### src/rtl/csa_accum_tree.sv
// csa_accum_tree
//   Multi-beat carry-save accumulator. Each accepted beat carries ROWS rows of
//   WIDTH bits. A combinational 3:2 compressor tree reduces those rows together
//   with the running carry-save pair (acc0, acc1) down to two words. The result
//   pair (B_0, B_1) is presented through a valid/ready handshake when a beat
//   marked in_last is accepted, or when MAX_BEATS beats have been folded in.
//   All arithmetic is modulo 2^WIDTH.
//
//   Optional feature (macro CSA_ACCUM_FINAL_CPA_EN):
//     adds output out_sum = B_0 + B_1, registered. The result passes through
//     one extra output register, so out_valid rises two cycles after the last
//     beat is accepted instead of one.
//
// Ports
//   clk        in   clock, rising edge
//   rst_n      in   asynchronous active-low reset
//   in_valid   in   beat present on in_rows
//   in_ready   out  beat accepted this cycle when in_valid is also high
//   in_rows    in   ROWS*WIDTH, row k at [k*WIDTH +: WIDTH]
//   in_last    in   final beat of the accumulation
//   out_valid  out  result pair valid
//   out_ready  in   consumer accepts the result
//   B_0, B_1   out  WIDTH carry-save result words
//   out_beats  out  CNT_W beats folded into the presented result
//   out_ovf    out  accumulation ended by MAX_BEATS rather than in_last
//   out_sum    out  WIDTH (only with CSA_ACCUM_FINAL_CPA_EN) B_0 + B_1

module csa_accum_tree #(
    parameter int unsigned WIDTH     = 86,
    parameter int unsigned ROWS      = 8,
    parameter int unsigned MAX_BEATS = 16,
    parameter int unsigned CNT_W     = $clog2(MAX_BEATS + 1)
) (
    input  logic                  clk,
    input  logic                  rst_n,
    input  logic                  in_valid,
    output logic                  in_ready,
    input  logic [ROWS*WIDTH-1:0] in_rows,
    input  logic                  in_last,
    output logic                  out_valid,
    input  logic                  out_ready,
    output logic [WIDTH-1:0]      B_0,
    output logic [WIDTH-1:0]      B_1,
    output logic [CNT_W-1:0]      out_beats,
    output logic                  out_ovf
`ifdef CSA_ACCUM_FINAL_CPA_EN
    ,
    output logic [WIDTH-1:0]      out_sum
`endif
);

    typedef enum logic {
        ACCUM = 1'b0,
        DONE  = 1'b1
    } state_t;

    // Row count entering tree level lvl; each level turns every full group
    // of three rows into two and passes the remainder straight through.
    function automatic int unsigned rows_at(input int unsigned lvl);
        int unsigned n;
        n = ROWS + 2;
        for (int unsigned i = 0; i < lvl; i++) begin
            n = n - n / 3;
        end
        return n;
    endfunction

    function automatic int unsigned num_levels();
        int unsigned n;
        int unsigned l;
        n = ROWS + 2;
        l = 0;
        while (n > 2) begin
            n = n - n / 3;
            l++;
        end
        return l;
    endfunction

    localparam int unsigned LEVELS = num_levels();

    state_t           state_q, state_d;
    logic             first_q, first_d;
    logic [WIDTH-1:0] acc0_q, acc0_d;
    logic [WIDTH-1:0] acc1_q, acc1_d;
    logic [CNT_W-1:0] cnt_q, cnt_d;
    logic             res_valid_q, res_valid_d;
    logic [WIDTH-1:0] res_b0_q, res_b0_d;
    logic [WIDTH-1:0] res_b1_q, res_b1_d;
    logic [CNT_W-1:0] res_beats_q, res_beats_d;
    logic             res_ovf_q, res_ovf_d;

    logic             seed_zero;
    logic [WIDTH-1:0] seed0, seed1;
    logic [WIDTH-1:0] tree_s, tree_c;
    logic [CNT_W-1:0] cnt_base, cnt_inc;
    logic             term;
    logic             accept;
    logic             drain_ready;

    // A beat accepted in DONE starts a fresh accumulation, so it is seeded
    // with zero and counted from zero regardless of the stored accumulator.
    assign seed_zero = first_q || (state_q == DONE);
    assign seed0     = seed_zero ? '0 : acc0_q;
    assign seed1     = seed_zero ? '0 : acc1_q;
    assign cnt_base  = (state_q == DONE) ? '0 : cnt_q;
    assign cnt_inc   = cnt_base + CNT_W'(1);
    assign term      = in_last || (cnt_inc == CNT_W'(MAX_BEATS));

    // ---------------------------------------------------------------------
    // Compressor tree: level 0 holds the beat rows plus the seed pair; each
    // further level is one rank of 3:2 cells. Purely combinational.
    // ---------------------------------------------------------------------
    for (genvar l = 0; l <= LEVELS; l++) begin : g_lvl
        localparam int unsigned N_IN = rows_at(l);
        logic [WIDTH-1:0] r [N_IN];

        if (l == 0) begin : g_src
            for (genvar k = 0; k < ROWS; k++) begin : g_row
                assign r[k] = in_rows[k*WIDTH +: WIDTH];
            end
            assign r[ROWS]   = seed0;
            assign r[ROWS+1] = seed1;
        end else begin : g_red
            localparam int unsigned N_PREV = rows_at(l - 1);
            localparam int unsigned N_GRP  = N_PREV / 3;

            for (genvar g = 0; g < N_GRP; g++) begin : g_csa
                logic [WIDTH-1:0] a, b, c;
                assign a = g_lvl[l-1].r[3*g];
                assign b = g_lvl[l-1].r[3*g+1];
                assign c = g_lvl[l-1].r[3*g+2];
                assign r[2*g]   = a ^ b ^ c;
                // Majority shifted up one place; the top carry falls off.
                assign r[2*g+1] = ((a & b) | (a & c) | (b & c)) << 1;
            end

            for (genvar p = 0; p < N_PREV - 3*N_GRP; p++) begin : g_pass
                assign r[2*N_GRP+p] = g_lvl[l-1].r[3*N_GRP+p];
            end
        end
    end

    assign tree_s = g_lvl[LEVELS].r[0];
    assign tree_c = g_lvl[LEVELS].r[1];

    // ---------------------------------------------------------------------
    // Accumulation FSM
    // ---------------------------------------------------------------------
    always_comb begin
        state_d     = state_q;
        first_d     = first_q;
        acc0_d      = acc0_q;
        acc1_d      = acc1_q;
        cnt_d       = cnt_q;
        res_valid_d = res_valid_q;
        res_b0_d    = res_b0_q;
        res_b1_d    = res_b1_q;
        res_beats_d = res_beats_q;
        res_ovf_d   = res_ovf_q;

        in_ready = (state_q == ACCUM) || drain_ready;
        accept   = in_valid && in_ready;

        case (state_q)
            ACCUM: begin
                if (accept) begin
                    acc0_d  = tree_s;
                    acc1_d  = tree_c;
                    first_d = 1'b0;
                    cnt_d   = cnt_inc;
                    if (term) begin
                        state_d     = DONE;
                        res_valid_d = 1'b1;
                        res_b0_d    = tree_s;
                        res_b1_d    = tree_c;
                        res_beats_d = cnt_inc;
                        res_ovf_d   = !in_last;
                    end
                end
            end
            DONE: begin
                if (drain_ready) begin
                    res_valid_d = 1'b0;
                    first_d     = 1'b1;
                    cnt_d       = '0;
                    state_d     = ACCUM;
                    if (accept) begin
                        acc0_d  = tree_s;
                        acc1_d  = tree_c;
                        first_d = 1'b0;
                        cnt_d   = cnt_inc;
                        if (term) begin
                            state_d     = DONE;
                            res_valid_d = 1'b1;
                            res_b0_d    = tree_s;
                            res_b1_d    = tree_c;
                            res_beats_d = cnt_inc;
                            res_ovf_d   = !in_last;
                        end
                    end
                end
            end
            default: begin
                state_d = ACCUM;
            end
        endcase
    end

    always_ff @(posedge clk or negedge rst_n) begin
        if (!rst_n) begin
            state_q     <= ACCUM;
            first_q     <= 1'b1;
            acc0_q      <= '0;
            acc1_q      <= '0;
            cnt_q       <= '0;
            res_valid_q <= 1'b0;
            res_b0_q    <= '0;
            res_b1_q    <= '0;
            res_beats_q <= '0;
            res_ovf_q   <= 1'b0;
        end else begin
            state_q     <= state_d;
            first_q     <= first_d;
            acc0_q      <= acc0_d;
            acc1_q      <= acc1_d;
            cnt_q       <= cnt_d;
            res_valid_q <= res_valid_d;
            res_b0_q    <= res_b0_d;
            res_b1_q    <= res_b1_d;
            res_beats_q <= res_beats_d;
            res_ovf_q   <= res_ovf_d;
        end
    end

`ifdef CSA_ACCUM_FINAL_CPA_EN
    // ---------------------------------------------------------------------
    // Output stage with final adder. The FSM result register acts as the
    // skid entry: it drains here whenever this stage is empty or being read.
    // ---------------------------------------------------------------------
    logic             ov_q, ov_d;
    logic [WIDTH-1:0] ob0_q, ob0_d;
    logic [WIDTH-1:0] ob1_q, ob1_d;
    logic [WIDTH-1:0] osum_q, osum_d;
    logic [CNT_W-1:0] obeats_q, obeats_d;
    logic             oovf_q, oovf_d;

    assign drain_ready = !ov_q || out_ready;

    always_comb begin
        ov_d     = ov_q;
        ob0_d    = ob0_q;
        ob1_d    = ob1_q;
        osum_d   = osum_q;
        obeats_d = obeats_q;
        oovf_d   = oovf_q;
        if (out_ready) begin
            ov_d = 1'b0;
        end
        if (res_valid_q && drain_ready) begin
            ov_d     = 1'b1;
            ob0_d    = res_b0_q;
            ob1_d    = res_b1_q;
            osum_d   = res_b0_q + res_b1_q;
            obeats_d = res_beats_q;
            oovf_d   = res_ovf_q;
        end
    end

    always_ff @(posedge clk or negedge rst_n) begin
        if (!rst_n) begin
            ov_q     <= 1'b0;
            ob0_q    <= '0;
            ob1_q    <= '0;
            osum_q   <= '0;
            obeats_q <= '0;
            oovf_q   <= 1'b0;
        end else begin
            ov_q     <= ov_d;
            ob0_q    <= ob0_d;
            ob1_q    <= ob1_d;
            osum_q   <= osum_d;
            obeats_q <= obeats_d;
            oovf_q   <= oovf_d;
        end
    end

    assign out_valid = ov_q;
    assign B_0       = ob0_q;
    assign B_1       = ob1_q;
    assign out_sum   = osum_q;
    assign out_beats = obeats_q;
    assign out_ovf   = oovf_q;
`else
    assign drain_ready = out_ready;
    assign out_valid   = res_valid_q;
    assign B_0         = res_b0_q;
    assign B_1         = res_b1_q;
    assign out_beats   = res_beats_q;
    assign out_ovf     = res_ovf_q;
`endif

endmodule

### config.mk
export PLATFORM = sky130hd
export DESIGN_NAME = csa_accum_tree
export DESIGN_NICKNAME = d
export VERILOG_FILES = /design/src/rtl/csa_accum_tree.sv
export SDC_FILE = /design/constraint.sdc
export NUM_CORES = 2
export LEC_CHECK = 0
export BUFFER_PORTS_ARGS = -buffer_cell sky130_fd_sc_hd__buf_2
export CAP_MARGIN = 15
export CORE_ASPECT_RATIO = 1.25
export CORE_MARGIN = 10
export CORE_UTILIZATION = 30
export CTS_CLUSTER_SIZE = 12
export DETAILED_ROUTE_END_ITERATION = 10
export HOLD_SLACK_MARGIN = 0.02
export SLEW_MARGIN = 15
export SYNTH_ARGS = -nofsm -noshare
export SYNTH_HDL_FRONTEND = slang
export SYNTH_SLANG_ARGS = --single-unit
### constraint.sdc
create_clock -name clk -period 3.92 [get_ports clk]
set_input_delay 0.784 -clock clk [delete_from_list [all_inputs] [get_ports clk]]
set_output_delay 0.784 -clock clk [all_outputs]
set_load 0.02 [all_outputs]
==> flow_summary.toml <==
[pwr]
p_sw_share_pct = 46.1
p_leak_uw = 0.0224
p_total_uw = 33500
p_per_area_nw_per_um2 = 816
clockPowerShare_pct = 12.1
power_switching_uw = 15500
irDropWorstVdd_uv = 399
p_int_uw = 18100
pwr-share-seq_pct = 20.0
combinationalPowerShare_pct = 67.9

[synth]
synth_common_cells = "inv_1 (1247), fa_1 (672), nand2_1 (353)"
synth_top_area_share_pct = 42.3
yosysTopAreaCell = "fa_1"
ys_ff_latch = 352
synth_area_um2 = 31800
synth_top_flop_cell = "dfrtp_1"
ys_types = 32
synth.most_common_cell = "inv_1"
syn_area_per_cell_um2 = 10.3
synth_cells = 3100
synth_warnings = 0
postSynth.asyncResetShare_pct = 100
synth.area.top_cells = "fa_1 (42%), dfrtp_1 (28%), inv_1 (15%), mux2i_1 (5.3%), nand2_1 (4.2%)"
yosysSeqAreaShare_pct = 27.7
synth_edf_count = 0

[grt]
grtUsageTotal_pct = 17.5
grt_max_degree = 183
antenna_found_initial = 23
grt_pass1_wl_mm = 158
overflow = 0
grt_pass1_vias = 25767

[run]
cap_violations = 0

[sta]
hold_viol = 0
slew-limit-headroom_pct = 28.0
final_max_slew_viol_count = 0
setup_ws_ps = -161
rsz0062_at_grt = "true"
timing.fmax_mhz = 245
fin_worst_skew_ps = 13.1
fin_crit_ps = 4080
fin_crit_sh_pct = 104
tightest_slew_ps = 1080
finalSetupViolations = 126

[min_path]
min_path_type = "input port to async pin"

[layout]
area_growth_pct = 29.3
fin_area_um2 = 41100
drive_gt1_share_pct = 33.3
final_cells = 5481
final_core_utilization_pct = 39.1
final_nets = 5397

[die]
initial_core_util_pct = 30.2
num_io_pins = 873
die-area_um2 = 119000
row_count = 133
core_area_um2 = 105000
die_x_um = 311
fp.dieH_um = 384

[critical_path]
crit_arrival_ps = 4490
slowest_delay_ps = 560
crit_buf_inv = 6
start_kind = "register"
crit_path_cell_trace = "nor2_4 -> buf_12 -> buf_16 -> buf_12 -> buf_12 -> nand2_4 -> fa_2 -> inv_2 -> fa_1 -> inv_2 -> fa_2 -> fa_2 -> fa_1 -> o21ai_1"
crit_family = "adder cells"
crit_fanout = 7
critPathRequiredTime_ps = 4330
crit_path_end_kind = "register"
crit_slowest_cell = "fa_2"
worstReg2RegStart = "state_q"
path_class = "register to register"
startpoint = "state_q"

[cts]
clk_pin_slew_ps = 60
clk_latency_ps = 580
cts_tree = "built"
root_buffer = "clkbuf_16"
ctsHtreeMaxLevel = 2
clkSinkCount = 352
cts_buffers = 42
clock_path_buffers = 3

[route]
wl_mm = 107
drc_errors = 0
dr.pass1.iters = 4
ant_nets = 0
vias = 22342
drt-initial-drc-count = 819
routed_via_density = 4.08
wl_per_cell_um = 19.5

[placement]
gp_congestion = 0.890
dp.cells = 5348
preCtsSetupSlack_ps = -261
place_area_um2 = 38000
dpl.hpwl_mm = 91.2
io_buffer_count = 869

[status]
status = "finished, violations left"
violations = "setup timing"
==> power by group through the flow <==
stage,Sequential [µW],Clock [µW],Combinational [µW]
2_1_floorplan,7330,0,12400
3_3_place_gp,6550,0,20300
3_5_place_dp,6570,0,20800
4_1_cts,6580,4190,21500
5_1_grt,6890,4310,26100
6_report,6690,4060,22800
==> registers in the layout (all words and copies together), names as in the netlist <==
signal / flops
out_beats: 5
B_1: 83
out_ovf: 1
state_q: 1
acc0_q: 86
out_valid: 1
acc1_q: 83
B_0: 86
cnt_q: 5
first_q: 1
==> stage by stage <==
step	hold slack, ps	setup TNS [ps]
detailed placement	469	-22620
floorplan	437	0
finish	176	-7810
CTS	162	-6620
global placement	462	-14490
global route	196	-33230
==> metal layers <==
metal | track usage, % | part of all wire (%) | vias to the layer above
met4 | 5.17 | 3.3 | 18
met3 | 6.05 | 7.8 | 165
met2 | 31.6 | 53 | 662
met1 | 19.3 | 36 | 11174
met5 | 0 | 0.10 | -
li1 | - | - | 10323
==> area by class of cell <==
cell class                 count  area (µm²)
sequential                   352        8810
fill                       10501       64100
inverter                    1247        4680
clock buffer                  59        1200
timing repair buffer         960        5670
antenna                        7        17.5
tap                         1417        1770
multi-input combinational   1423       18800
clock inverter                16         186
==> placed cells by master, fill, tap and decap left out, types with 2 or more instances in the layout <==
cell type and instances:
clkbuf_16 48, o21ai_0 47, ha_1 5, inv_2 79, o21ai_1 101, bufinv_16 3
clkbuf_1 8, nor2b_1 4, nand3_1 3, nand2_4 54, clkinv_2 6, mux2i_1 168
diode_2 7, inv_6 4, xnor2_1 10, a21oi_1 2, buf_2 869, conb_1 3
o21ai_2 16, dfrtp_1 351, and2_1 2, clkbuf_8 9, nand2_1 278, mux2_4 4
fa_2 135, mux2_2 8, buf_4 32, mux2_1 3, buf_12 28, fa_1 537
nand2_2 21, xor2_1 4, clkinvlp_4 2, buf_8 5, buf_6 16, buf_16 3
inv_1 1168, nor2_1 6
==> worst register-to-register path, stage by stage (launching register included) <==
cell     delay (ps)
dfrtp_1         410
nor2_4          140
buf_12          130
buf_16          150
buf_12          150
buf_12          140
nand2_4          60
fa_2            530
inv_2            40
fa_1            510
inv_2            40
fa_2            560
fa_2            430
fa_1            560
o21ai_1          80
==> worst paths after layout <==
kind,end,slack [ps],cells after the start
worst max-delay path,acc0_q[69],-160,14
worst min-delay path,B_0[78],180,1
worst max register to register,acc0_q[69],-160,14
worst min register to register,acc1_q[49],480,2
max in group asynchronous,acc0_q[26],2820,2
min in group clk,acc1_q[49],480,2
==> what timing repair did <==
action / 4_1_cts / 5_1_grt
endpoints found under the setup margin: 277 / 314
pin swaps: 56 / 251
setup buffers: 18 / 28
cloned: 2 / 6
hold buffers: 0 / 0
gates resized for setup: 103 / 411
==> cells by family (layout without fill, tap and decap cells) <==
family | Yosys count | count (layout) | synth area share (%)
fa+ha+maj | 678 | 678 | 42.6
mux | 183 | 183 | 5.82
flops | 352 | 352 | 27.7
xor+xnor | 16 | 16 | 0.484
buf+inv | 1327 | 2282 | 16.1
other cells | 1 | 10 | 0.0118
simple gates | 371 | 371 | 4.51
compound gates | 172 | 172 | 2.77
(Power assumes the default switching activity.)
